==> src/rtl/inst_fetch_pkg.sv <==
// Shared fetch-stage types and widths, also used by the ROM and decode stages.
// Holds the state/action encodings and the reserved halt opcode.
package fetch_pkg;

    localparam int A_DEF  = 10;
    localparam int W_DEF  = 9;
    localparam int OW_DEF = 6;
    localparam int CW_DEF = 16;

    localparam logic [W_DEF-1:0] HALT_WORD = '1;

    typedef enum logic [1:0] {
        IDLE = 2'd0,
        RUN  = 2'd1,
        HALT = 2'd2
    } fetch_state_t;

    // Single decision per cycle; the register file in inst_fetch acts on it.
    typedef enum logic [2:0] {
        ACT_HOLD   = 3'd0,
        ACT_START  = 3'd1,
        ACT_BRANCH = 3'd2,
        ACT_HALT   = 3'd3,
        ACT_ISSUE  = 3'd4
    } fetch_act_t;

endpackage

==> src/rtl/inst_fetch_if.sv <==
// Fetch-stage bus: control/redirect inputs, ROM address/data and issued instruction to decode.
// master = fetch stage, slave = surrounding core (execute, ROM, decode).
interface inst_fetch_if #(
    parameter int A  = fetch_pkg::A_DEF,
    parameter int W  = fetch_pkg::W_DEF,
    parameter int OW = fetch_pkg::OW_DEF,
    parameter int CW = fetch_pkg::CW_DEF
) ();

    logic          Start;
    logic [A-1:0]  StartAddr;
    logic          Stall;
    logic          BranchEn;
    logic          BranchRel;
    logic [OW-1:0] BranchOff;
    logic [A-1:0]  BranchTarget;
    logic [A-1:0]  InstAddress;
    logic [W-1:0]  InstIn;
    logic [W-1:0]  InstOut;
    logic [A-1:0]  InstPC;
    logic          InstValid;
    logic          Halted;
    logic          Done;
    logic [CW-1:0] CycleCount;

    modport master (
        input  Start, StartAddr, Stall, BranchEn, BranchRel, BranchOff, BranchTarget, InstIn,
        output InstAddress, InstOut, InstPC, InstValid, Halted, Done, CycleCount
    );

    modport slave (
        output Start, StartAddr, Stall, BranchEn, BranchRel, BranchOff, BranchTarget, InstIn,
        input  InstAddress, InstOut, InstPC, InstValid, Halted, Done, CycleCount
    );

endinterface

==> src/rtl/inst_fetch_pc_next.sv <==
// Combinational next-PC and per-cycle action select; priority Start > Stall > branch > halt > issue.
// Zero latency; Stall simply yields ACT_HOLD with the PC unchanged.
module pc_next
    import fetch_pkg::*;
#(
    parameter int A  = A_DEF,
    parameter int OW = OW_DEF
) (
    input  fetch_state_t  state_i,
    input  logic          start_i,
    input  logic [A-1:0]  start_addr_i,
    input  logic          stall_i,
    input  logic          branch_en_i,
    input  logic          inst_valid_i,
    input  logic          branch_rel_i,
    input  logic [OW-1:0] branch_off_i,
    input  logic [A-1:0]  branch_target_i,
    input  logic [A-1:0]  inst_pc_i,
    input  logic [A-1:0]  pc_i,
    input  logic          halt_word_i,
    output fetch_act_t    act_o,
    output logic [A-1:0]  pc_d_o
);

    logic [A-1:0] rel_target;

    // Offset is relative to the instruction being executed, not the current fetch PC.
    assign rel_target = inst_pc_i + {{(A-OW){branch_off_i[OW-1]}}, branch_off_i};

    always_comb begin
        act_o  = ACT_HOLD;
        pc_d_o = pc_i;
        if (start_i) begin
            act_o  = ACT_START;
            pc_d_o = start_addr_i;
        end else if (state_i == RUN) begin
            if (stall_i) begin
                act_o = ACT_HOLD;
            end else if (branch_en_i && inst_valid_i) begin
                act_o  = ACT_BRANCH;
                pc_d_o = branch_rel_i ? rel_target : branch_target_i;
            end else if (halt_word_i) begin
                act_o = ACT_HALT;
            end else begin
                act_o  = ACT_ISSUE;
                pc_d_o = pc_i + A'(1);
            end
        end
    end

endmodule

==> src/rtl/inst_fetch.sv <==
// Fetch stage: PC, instruction register, IDLE/RUN/HALT control and saturating run-cycle counter.
// ROM word at PC appears on InstOut one cycle later; Stall freezes the whole stage.
module inst_fetch
    import fetch_pkg::*;
#(
    parameter int A  = A_DEF,
    parameter int W  = W_DEF,
    parameter int OW = OW_DEF,
    parameter int CW = CW_DEF
) (
    input  logic        Clk,
    input  logic        Reset_n,
    inst_fetch_if.master bus
);

    fetch_state_t  state_q, state_d;
    fetch_act_t    act;
    logic [A-1:0]  pc_q, pc_d;
    logic [W-1:0]  inst_q, inst_d;
    logic [A-1:0]  ipc_q, ipc_d;
    logic          vld_q, vld_d;
    logic          done_q, done_d;
    logic [CW-1:0] cnt_q, cnt_d;

    pc_next #(.A(A), .OW(OW)) u_pc_next (
        .state_i         (state_q),
        .start_i         (bus.Start),
        .start_addr_i    (bus.StartAddr),
        .stall_i         (bus.Stall),
        .branch_en_i     (bus.BranchEn),
        .inst_valid_i    (vld_q),
        .branch_rel_i    (bus.BranchRel),
        .branch_off_i    (bus.BranchOff),
        .branch_target_i (bus.BranchTarget),
        .inst_pc_i       (ipc_q),
        .pc_i            (pc_q),
        .halt_word_i     (&bus.InstIn),
        .act_o           (act),
        .pc_d_o          (pc_d)
    );

    always_comb begin
        state_d = state_q;
        inst_d  = inst_q;
        ipc_d   = ipc_q;
        vld_d   = vld_q;
        done_d  = 1'b0;
        cnt_d   = cnt_q;
        if (state_q == RUN && cnt_q != '1) begin
            cnt_d = cnt_q + CW'(1);
        end
        case (act)
            ACT_START: begin
                state_d = RUN;
                vld_d   = 1'b0;
                cnt_d   = '0;
            end
            ACT_BRANCH: vld_d = 1'b0;
            ACT_HALT: begin
                state_d = HALT;
                vld_d   = 1'b0;
                done_d  = 1'b1;
            end
            ACT_ISSUE: begin
                inst_d = bus.InstIn;
                ipc_d  = pc_q;
                vld_d  = 1'b1;
            end
            default: ;
        endcase
    end

    always_ff @(posedge Clk or negedge Reset_n) begin
        if (!Reset_n) begin
            state_q <= IDLE;
            pc_q    <= '0;
            inst_q  <= '0;
            ipc_q   <= '0;
            vld_q   <= 1'b0;
            done_q  <= 1'b0;
            cnt_q   <= '0;
        end else begin
            state_q <= state_d;
            pc_q    <= pc_d;
            inst_q  <= inst_d;
            ipc_q   <= ipc_d;
            vld_q   <= vld_d;
            done_q  <= done_d;
            cnt_q   <= cnt_d;
        end
    end

    assign bus.InstAddress = pc_q;
    assign bus.InstOut     = inst_q;
    assign bus.InstPC      = ipc_q;
    assign bus.InstValid   = vld_q;
    assign bus.Halted      = (state_q == HALT);
    assign bus.Done        = done_q;
    assign bus.CycleCount  = cnt_q;

endmodule

==> src/flat_wrapper.sv <==
// flat-port wrapper written by rule: the top's interface ports become plain ports
module inst_fetch_flat import fetch_pkg::*;
#(
    parameter int A  = A_DEF,
    parameter int W  = W_DEF,
    parameter int OW = OW_DEF,
    parameter int CW = CW_DEF
)
  (Clk, Reset_n, bus_Start, bus_StartAddr, bus_Stall, bus_BranchEn, bus_BranchRel, bus_BranchOff, bus_BranchTarget, bus_InstIn, bus_InstAddress, bus_InstOut, bus_InstPC, bus_InstValid, bus_Halted, bus_Done, bus_CycleCount);
  inst_fetch_if #(.A(A), .W(W), .OW(OW), .CW(CW)) bus_i ();
  input  logic Clk;
  input  logic Reset_n;
  input wire logic [$bits(bus_i.Start)-1:0] bus_Start;
  input wire logic [$bits(bus_i.StartAddr)-1:0] bus_StartAddr;
  input wire logic [$bits(bus_i.Stall)-1:0] bus_Stall;
  input wire logic [$bits(bus_i.BranchEn)-1:0] bus_BranchEn;
  input wire logic [$bits(bus_i.BranchRel)-1:0] bus_BranchRel;
  input wire logic [$bits(bus_i.BranchOff)-1:0] bus_BranchOff;
  input wire logic [$bits(bus_i.BranchTarget)-1:0] bus_BranchTarget;
  input wire logic [$bits(bus_i.InstIn)-1:0] bus_InstIn;
  output wire logic [$bits(bus_i.InstAddress)-1:0] bus_InstAddress;
  output wire logic [$bits(bus_i.InstOut)-1:0] bus_InstOut;
  output wire logic [$bits(bus_i.InstPC)-1:0] bus_InstPC;
  output wire logic [$bits(bus_i.InstValid)-1:0] bus_InstValid;
  output wire logic [$bits(bus_i.Halted)-1:0] bus_Halted;
  output wire logic [$bits(bus_i.Done)-1:0] bus_Done;
  output wire logic [$bits(bus_i.CycleCount)-1:0] bus_CycleCount;
  assign bus_i.Start = bus_Start;
  assign bus_i.StartAddr = bus_StartAddr;
  assign bus_i.Stall = bus_Stall;
  assign bus_i.BranchEn = bus_BranchEn;
  assign bus_i.BranchRel = bus_BranchRel;
  assign bus_i.BranchOff = bus_BranchOff;
  assign bus_i.BranchTarget = bus_BranchTarget;
  assign bus_i.InstIn = bus_InstIn;
  assign bus_InstAddress = bus_i.InstAddress;
  assign bus_InstOut = bus_i.InstOut;
  assign bus_InstPC = bus_i.InstPC;
  assign bus_InstValid = bus_i.InstValid;
  assign bus_Halted = bus_i.Halted;
  assign bus_Done = bus_i.Done;
  assign bus_CycleCount = bus_i.CycleCount;
  inst_fetch #(.A(A), .W(W), .OW(OW), .CW(CW)) u_core (.Clk(Clk), .Reset_n(Reset_n), .bus(bus_i));
endmodule
==> config.mk <==
export PLATFORM = sky130hd
export DESIGN_NAME = inst_fetch_flat
export DESIGN_NICKNAME = d
export VERILOG_FILES = /design/src/rtl/inst_fetch_pkg.sv /design/src/rtl/inst_fetch_if.sv /design/src/rtl/inst_fetch_pc_next.sv /design/src/rtl/inst_fetch.sv /design/src/flat_wrapper.sv
export SDC_FILE = /design/constraint.sdc
export NUM_CORES = 1
export LEC_CHECK = 0
export ABC_AREA = 0
export BUFFER_PORTS_ARGS = -buffer_cell sky130_fd_sc_hd__buf_2
export CAP_MARGIN = 20
export CORE_MARGIN = 3
export CORE_UTILIZATION = 47
export DETAILED_ROUTE_END_ITERATION = 6
export PLACE_DENSITY = 0.76
export SLEW_MARGIN = 20
export SYNTH_ARGS = -nofsm -noshare
export SYNTH_HDL_FRONTEND = slang
export SYNTH_SLANG_ARGS = --single-unit
==> constraint.sdc <==
create_clock -name Clk -period 2.3 [get_ports Clk]
set_clock_uncertainty 0.05 [all_clocks]
set_input_delay 0.46 -clock Clk [delete_from_list [all_inputs] [get_ports Clk]]
set_output_delay 0.46 -clock Clk [all_outputs]
set_load 0.05 [all_outputs]
Yosys cells after proc, flatten, opt, wreduce, memory -nomap -nowiden
Index checks and enable logic that the tools add are counted.

$add $sub $neg: 3. Equal/unequal tests: 9. Muxes and demuxes: 16. Reductions and logical operators: 9.

Operator list (count): 10-bit two-way mux (6); 16-bit two-way mux (2); 16-bit by 1-bit adder with 16-bit output, second input constant (1); 16-bit inequality test, second input constant (1); 3-bit two-way mux (5); 10-bit by 1-bit adder with 10-bit output, second input constant (1); 10-bit adder (1); 9-bit AND reduction (1); 2-bit nonzero test (4); 3-bit by 2-bit equality test with 1-bit output, second input constant (2); 2-bit case mux with 2 select lines (1); 3-bit by 1-bit equality test with 1-bit output, second input constant (1); 3-bit equality test, second input constant (1); 3-bit by 2-bit inequality test with 1-bit output, second input constant (1); 3-bit AND reduction (1); 3-bit OR reduction (1); 2-bit by 1-bit equality test with 1-bit output, second input constant (1); 2-bit equality test, second input constant (1); 1-bit logical AND (2); 2-bit inequality test, second input constant (1); 1-bit case mux with 2 select lines (1); 1-bit two-way mux (1).

Register bits: 49. Input port bits: 41. Output and inout port bits: 48. Logic and storage cells: 44.

Longest topological paths before layout
Gate-level depths: netlist of run 1.

Word-level depth: 9. Depth in mapped cells: 7. Gate-level depth less buffers: 7.

By module
A second synthesis of run 1 with hierarchy kept.

Cell total of the unflattened synthesis: 326. Area, all modules: 3146.8 sq um.

Modules (own cells, without submodules): inst_fetch (times used 1, cells an instance 168, area each 2103.3 sq um, seq. area each 1226.2 sq um); pc_next (times used 1, cells an instance 158, area each 1043.5 sq um, seq. area each 0.0 sq um).

Worst setup path before layout of run 1
OpenSTA, ideal clock, no wires.

Path kind: flip-flop to flip-flop. Start: reg u_core.ipc_q[0] (netlist: u_core.bus.InstPC[0]). End: reg u_core.pc_q[8] (netlist: u_core.bus.InstAddress[8]). Setup time: 0.068 ns. Arrival time: 2.386 ns. Required time: 2.182 ns. Slack: -0.204 ns. Stages on the path, launching flop included: 8. Path buffers: 0. Clock period less this slack: 2.504 ns. Cell sequence: dfrtp_1 -> ha_1 -> fa_1 -> a211oi_1 -> o21bai_1 -> a2111o_1 -> a31o_2 -> nand3_1.

Cells in the longest elaborated chain, start to end: 6.

RTL lines: start, declared (line inst_fetch.sv:20) `logic [A-1:0] ipc_q, ipc_d;`; start signal, assigned (line inst_fetch.sv:86) `ipc_q <= ipc_d;`; 10-bit adder (line inst_fetch_pc_next.sv:28) `assign rel_target = inst_pc_i + {{(A-OW){branch_off_i[OW-1]}}, branch_off_i};`; 10-bit two-way mux (line inst_fetch_pc_next.sv:41) `pc_d_o = branch_rel_i ? rel_target : branch_target_i;`; 10-bit two-way mux (line inst_fetch_pc_next.sv:39) `end else if (branch_en_i && inst_valid_i) begin`; 10-bit two-way mux (line inst_fetch_pc_next.sv:37) `if (stall_i) begin`; 10-bit two-way mux (line inst_fetch_pc_next.sv:36) `end else if (state_i == RUN) begin`; 10-bit two-way mux (line inst_fetch_pc_next.sv:33) `if (start_i) begin`; end signal, assigned (line inst_fetch.sv:84) `pc_q <= pc_d;`; end, declared (line inst_fetch.sv:18) `logic [A-1:0] pc_q, pc_d;`.

Every way passes these cells. The select of a mux whose other input is x is not followed. A chain may end at the register's enable or synchronous reset.

Final worst setup path of run 1
Ends and elaborated chain as after synthesis.

==> results of run 1 <==
synthesized netlist by cell type, types with 6 or more instances:
cell,number,share of area (%)
a31oi_1,6,1.2
o21ai_0,13,2.1
a21oi_1,14,2.2
nor2_1,34,4.1
mux2_2,18,6.5
nand4_1,6,1.2
dfrtp_1,49,39
clkbuf_1,8,0.96
ha_1,11,4.4
and2_1,6,1.2
o211ai_1,8,1.9
xor2_1,19,5.3
a211oi_1,6,1.4
nand2_1,14,1.7
nand3_1,11,1.8
flip-flops by register name (all words and copies together) (netlist names):
register and cells:
u_core.bus.Done 1, u_core.bus.InstAddress 10, u_core.state_q 2, u_core.bus.InstPC 10, u_core.bus.InstValid 1, u_core.bus.InstOut 9, u_core.bus.CycleCount 16
critical path, stage by stage (launching register included):
cell and delay [ns]:
dfrtp_2 0.43, ha_2 0.21, fa_2 0.37, a211oi_2 0.22
o21bai_1 0.13, a2111o_1 0.45, a31o_2 0.21, nand3_1 0.07
routing by layer:
metal | GRT usage (%) | up-vias
met2 | 34.79 | 96
met3 | 4.447 | 9
met1 | 28.46 | 1321
li1 | - | 1378
met4 | 5.718 | 0
met5 | 0 | -
kinds of logic (layout without fill, tap and decap cells):
kind of cell | Yosys count | in the layout
mux | 23 | 23
buf+inv | 19 | 114
compound gates | 83 | 83
fa+ha+maj | 12 | 12
xor+xnor | 22 | 22
simple gates | 109 | 109
flops | 49 | 49
metrics by stage:
step	hold slack, ns	total power, mW	TNS [ns]	std cells
floorplan	0.1144	2.070	0	317
global placement	0.4159	2.403	-0.02324	481
detailed placement	0.4192	2.438	-0.05477	481
CTS	0.07530	2.965	0	489
global route	0.06440	3.141	0	489
finish	0.06826	2.943	0	489
final cells by class:
cell class              count  area [sq um]
multi-input cells         249          1808
inverters                   5         18.77
clock buffers               6         72.57
flip-flops and latches     49          1227
well taps                  77         96.34
fillers                   581          2596
clock inverters             2         16.27
repair buffers            101         550.5
worst paths after layout:
| kind | depth (start not counted) | startpoint | endpoint |
|---|---|---|---|
| max | 7 | u_core.bus.InstPC[0] | u_core.bus.InstAddress[8] |
| min | 2 | Reset_n | u_core.bus.InstOut[3] |
| max reg2reg | 7 | u_core.bus.InstPC[0] | u_core.bus.InstAddress[8] |
| min reg2reg | 1 | u_core.bus.InstOut[2] | u_core.bus.InstOut[2] |
| max in group asynchronous | 2 | Reset_n | u_core.bus.InstAddress[8] |
| min in group Clk | 2 | bus_InstIn[1] | u_core.bus.InstOut[1] |
power by group:
part	switching (mW)	leakage, nW	total (mW)	internal [mW]
Sequential	0.127	0.607	1.10	0.978
Clock	0.303	0.0414	0.520	0.217
Combinational	0.862	1.12	1.32	0.457
Total	1.29	1.76	2.94	1.65
==> out/metrics.csv, run 1 <==
stage,metric,value,unit
worst_setup_path,reg2reg_slack,0.09,ns
yosys,avgSynthCellArea,9.824,sq um
yosys,synth.mux.area_fraction,8.116,%
yosys,synth_cells,317,
status,status,finished clean,
layout,layout_common_cells,"buf_2 (88), dfrtp_1 (48), nor2_1 (34)",
global_route,grt_remaining_overflow,0,
timing,maxClockFrequency,452.6,MHz
place,pre_cts_ws,-0.05477,ns
route,top_layer,met4,
cts,cts_root_buffer,clkbuf_8,
timing,fin_ws,0.09072,ns
cts,htree_levels,2,
yosys,synth_top_family_by_area,compound AO/OA/AOI/OAI gates,
worst_setup_path,critical_path_required,2.49,ns
route,met3_wirelength,532,microns
layout,fin_nets,464,
route,drtAntennaViolNets,0,
timing,rsz0062_at_grt,no,
yosys,synth_xor_area_share,6.187,%
layout,final_util,59.35,%
layout,layout_commonest_cell,buf_2,
route,met2_length,3733,microns
cts,cts_buffer_depth,2,
power_and_ir_drop,p_leak,1.765,nW
global_route,grt_max_degree,50,
route,drt-met1-wl,3460,microns
worst_setup_path,arrival,2.40,ns
floorplan,io_pins,89,
yosys,synthAdderAreaFrac,5.062,%
timing,drv_slew,0,
cts,post_cts_buffers,0,
yosys,yosysSeqAreaShare,39.37,%
global_route,grt_usage,21.26,%
yosys,synth_compound_area_share,19.45,%
route,wl_per_cell,16.00,microns
worst_setup_path,end_kind,flip-flop,
cts,cts_resized,0,
cts,clk_pin_slew,0.10,ns
yosys,synth_area,0.003114,sq mm
route,routed_via_density,5.734,
layout,drive_gt1_share,33.98,%
timing,worstMarginPinSlew,0.5745,ns
yosys,synth.distinct_cells,62,
yosys,yosys_register_bits,49,
worst_setup_path,worstSetupStartpointType,flip-flop,
yosys,synth_warnings,0,
worst_setup_path,critPathMaxFanout,3,
yosys,synthSimpleGateAreaFrac,18.92,%
floorplan,start_util,48.77,%
timing,relSlewSlack,61.61,%
timing,fin_crit_sh,96.06,%
floorplan,die_w,87.40,microns
route,wirelength,7825,microns
worst_setup_path,crit_type,reg -> reg,
layout,final_cell_area,0.003790,sq mm
cts,cts_buffers,5,
cts,clk_latency,0.31,ns
cts,cts_tree,done,
floorplan,rows,29,
cts,cts_hold_buffers,0,
power_and_ir_drop,peakVddDrop,0.5180,mV
place,portBuffers,88,
cts,cts.sinks,49,
route,dr.pass1.iters,4,
timing,finalSetupViolCount,0,
route,drc,0,
run,cap_violations,0,
yosys,async_flop_share,100.0,%
global_route,antenna_found_initial,0,
floorplan,die_h,87.40,microns
place,place_area,0.003701,sq mm
layout,areaGrowthSynthToFinish,21.70,%
hold_path,min_path_type,in -> async,
place,place.gp.congestion,0.8729,
global_route,grt_pass1_wl,12820,microns
timing,hold_violations,0,
place,hpwl,5887,microns
yosys,synth_edf_count,0,
yosys,ys.flop_type,dfrtp_1,
yosys,syn_nets,370,
floorplan,dieArea,0.007639,sq mm
power_and_ir_drop,p_per_area,776.7,mW/mm^2
timing,period_needed,2.209,ns
route,vias,2804,
floorplan,core_area,0.006386,sq mm
route,drt-initial-drc-count,164,
global_route,first_global_vias,2658,
layout,diodes,0,
Note: power is estimated with default switching activity, not from simulation.
==> inputs of run 2 (changes only) <==
--- a/config.mk
+++ b/config.mk
@@ -6,10 +6,11 @@
 export NUM_CORES = 1
 export LEC_CHECK = 0
 export ABC_AREA = 0
-export BUFFER_PORTS_ARGS = -buffer_cell sky130_fd_sc_hd__buf_2
+export BUFFER_PORTS_ARGS = -buffer_cell sky130_fd_sc_hd__buf_4
 export CAP_MARGIN = 20
 export CORE_MARGIN = 3
 export CORE_UTILIZATION = 47
+export CTS_CLUSTER_SIZE = 24
 export DETAILED_ROUTE_END_ITERATION = 6
 export PLACE_DENSITY = 0.76
 export SLEW_MARGIN = 20
==> run 2 against run 1 <==
  * Clock-buffer cell count unchanged
  * Clock power rose by 21%
  * Non-clock buffer count decreased by 1
  * Core utilization is 3.7 points higher
  * Setup slack better by 0.018 ns
  * Wire length rose by 3.0%
  * Total power grew 7.1%
  * Sequential cell count unchanged
  * First-iteration DRC count down 15%
  * Die area unchanged
  * Fmax is 0.84% higher
  * Worst hold slack gained 0.047 ns
==> out/metrics.csv, run 2 (synthesized netlist as in run 1, its figures left out) <==
stage,metric,value,unit
cts,post_cts_buffers,0,
worst_setup_path,critical_path_required,2.50,ns
cts,cts_hold_buffers,0,
power_and_ir_drop,peakVddDrop,0.6826,mV
floorplan,die_h,87.40,microns
power_and_ir_drop,p_leak,1.833,nW
cts,clk_latency,0.31,ns
route,drc,0,
global_route,first_global_vias,2686,
floorplan,rows,29,
worst_setup_path,crit_chain,"ha_2, fa_2, a211oi_2, o21bai_1, a2111o_1, a31o_2, nand3_1",
route,wirelength,8059,microns
timing,relSlewSlack,59.12,%
route,vias,2818,
power_and_ir_drop,p_per_area,783.5,mW/mm^2
worst_setup_path,critPathMaxFanout,3,
floorplan,die_w,87.40,microns
floorplan,dieArea,0.007639,sq mm
floorplan,io_pins,89,
worst_setup_path,worstSetupStartpointType,flip-flop,
timing,rsz0062_at_grt,no,
cts,cts_tree,done,
worst_setup_path,arrival,2.39,ns
layout,layout_commonest_cell,buf_4,
worst_setup_path,path_buf_inv,0,
hold_path,min_path_type,in -> async,
cts,cts.sinks,49,
layout,largest_reg_flops,16,
place,pre_cts_ws,-0.05613,ns
layout,drive_gt1_share,33.82,%
global_route,grt_remaining_overflow,0,
place,place.gp.congestion,0.8734,
global_route,grt_usage,21.29,%
layout,areaGrowthSynthToFinish,29.25,%
layout,final_util,63.03,%
cts,cts_buffer_depth,2,
layout,diodes,0,
worst_setup_path,end_kind,flip-flop,
place,portBuffers,88,
timing,hold_violations,0,
floorplan,core_area,0.006386,sq mm
timing,fin_crit_sh,95.26,%
place,hpwl,6007,microns
status,status,finished clean,
cts,htree_levels,2,
layout,layout_common_cells,"buf_4 (99), dfrtp_1 (48), nor2_1 (34)",
timing,finalSetupViolCount,0,
cts,clk_pin_slew,0.10,ns
global_route,grt_max_degree,50,
timing,fin_ws,0.1091,ns
worst_setup_path,slowest_delay,0.44,ns
timing,worstMarginPinSlew,0.6132,ns
run,cap_violations,0,
worst_setup_path,crit_type,reg -> reg,
route,drt-initial-drc-count,139,
cts,cts_resized,0,
global_route,antenna_found_initial,0,
route,dr.pass1.iters,4,
route,wl_per_cell,16.51,microns
timing,period_needed,2.191,ns
floorplan,start_util,48.77,%
worst_setup_path,crit_slowest_cell,a2111o_1,
worst_setup_path,cp_top_family,compound AO/OA/AOI/OAI gates,
global_route,grt_pass1_wl,12810,microns
route,routed_via_density,5.775,
timing,maxClockFrequency,456.4,MHz
timing,drv_slew,0,
layout,fin_nets,463,
cts,cts_root_buffer,clkbuf_8,
route,drtAntennaViolNets,0,
cts,cts_buffers,5,
run 2: changes by cell type in the layout (fill, tap and decap cells not counted), sizes merged:
| cell | change |
|---|---|
| clkinvlp | -1 |
| clkinv | -1 |
| bufinv | +1 |
| buf | -1 |
| inv | +1 |
run 2: through the flow:
step	hold WS, ns	instances	cell area, sq um	power (mW)	TNS [ns]
global placement	0.4235	480	3914	2.507	-0.02606
global route	0.1543	488	4025	3.322	0
floorplan	0.1144	317	3126	2.070	0
CTS	0.1315	488	4025	3.172	0
finish	0.1156	488	4025	3.154	0
detailed placement	0.4326	480	3914	2.534	-0.05613
run 2: where the power goes:
part	leakage, nW	internal, mW	switching (mW)
logic	1.17	0.546	0.871
registers	0.607	0.978	0.128
clock network	0.0558	0.329	0.302
run 2: layout make-up:
cell class / count / area [sq um]
clock inverters: 2 / 38.79
flip-flops and latches: 49 / 1227
inverters: 5 / 18.77
clock buffers: 6 / 72.57
fillers: 560 / 2361
well taps: 77 / 96.34
repair buffers: 100 / 763.2
multi-input cells: 249 / 1808
run 2: worst paths after layout:
check	start	endpoint	slack (ns)	depth (start not counted)
worst max-delay path	u_core.bus.InstPC[0]	u_core.bus.InstAddress[8]	0.11	7
worst min-delay path	Reset_n	u_core.bus.CycleCount[8]	0.12	1
worst max register to register	u_core.bus.InstPC[0]	u_core.bus.InstAddress[8]	0.11	7
worst min register to register	u_core.bus.InstOut[2]	u_core.bus.InstOut[2]	0.45	1
max in group asynchronous	Reset_n	u_core.bus.InstPC[0]	1.65	1
min in group Clk	bus_InstIn[2]	u_core.bus.InstOut[2]	0.34	2
run 2: worst reg2reg max path, cell delays in order, from the launching register on:
cell and delay [ns]:
dfrtp_2 0.42, ha_2 0.21, fa_2 0.37, a211oi_2 0.23, o21bai_1 0.13, a2111o_1 0.44
a31o_2 0.21, nand3_1 0.07
run 2: routing by layer:
metal	GRT usage, %	share of wire, %	wire (microns)
met1	27.92	44	3532
met3	4.352	6.2	497
met4	5.579	0.38	31
met5	0	0	0
met2	35.68	50	3998
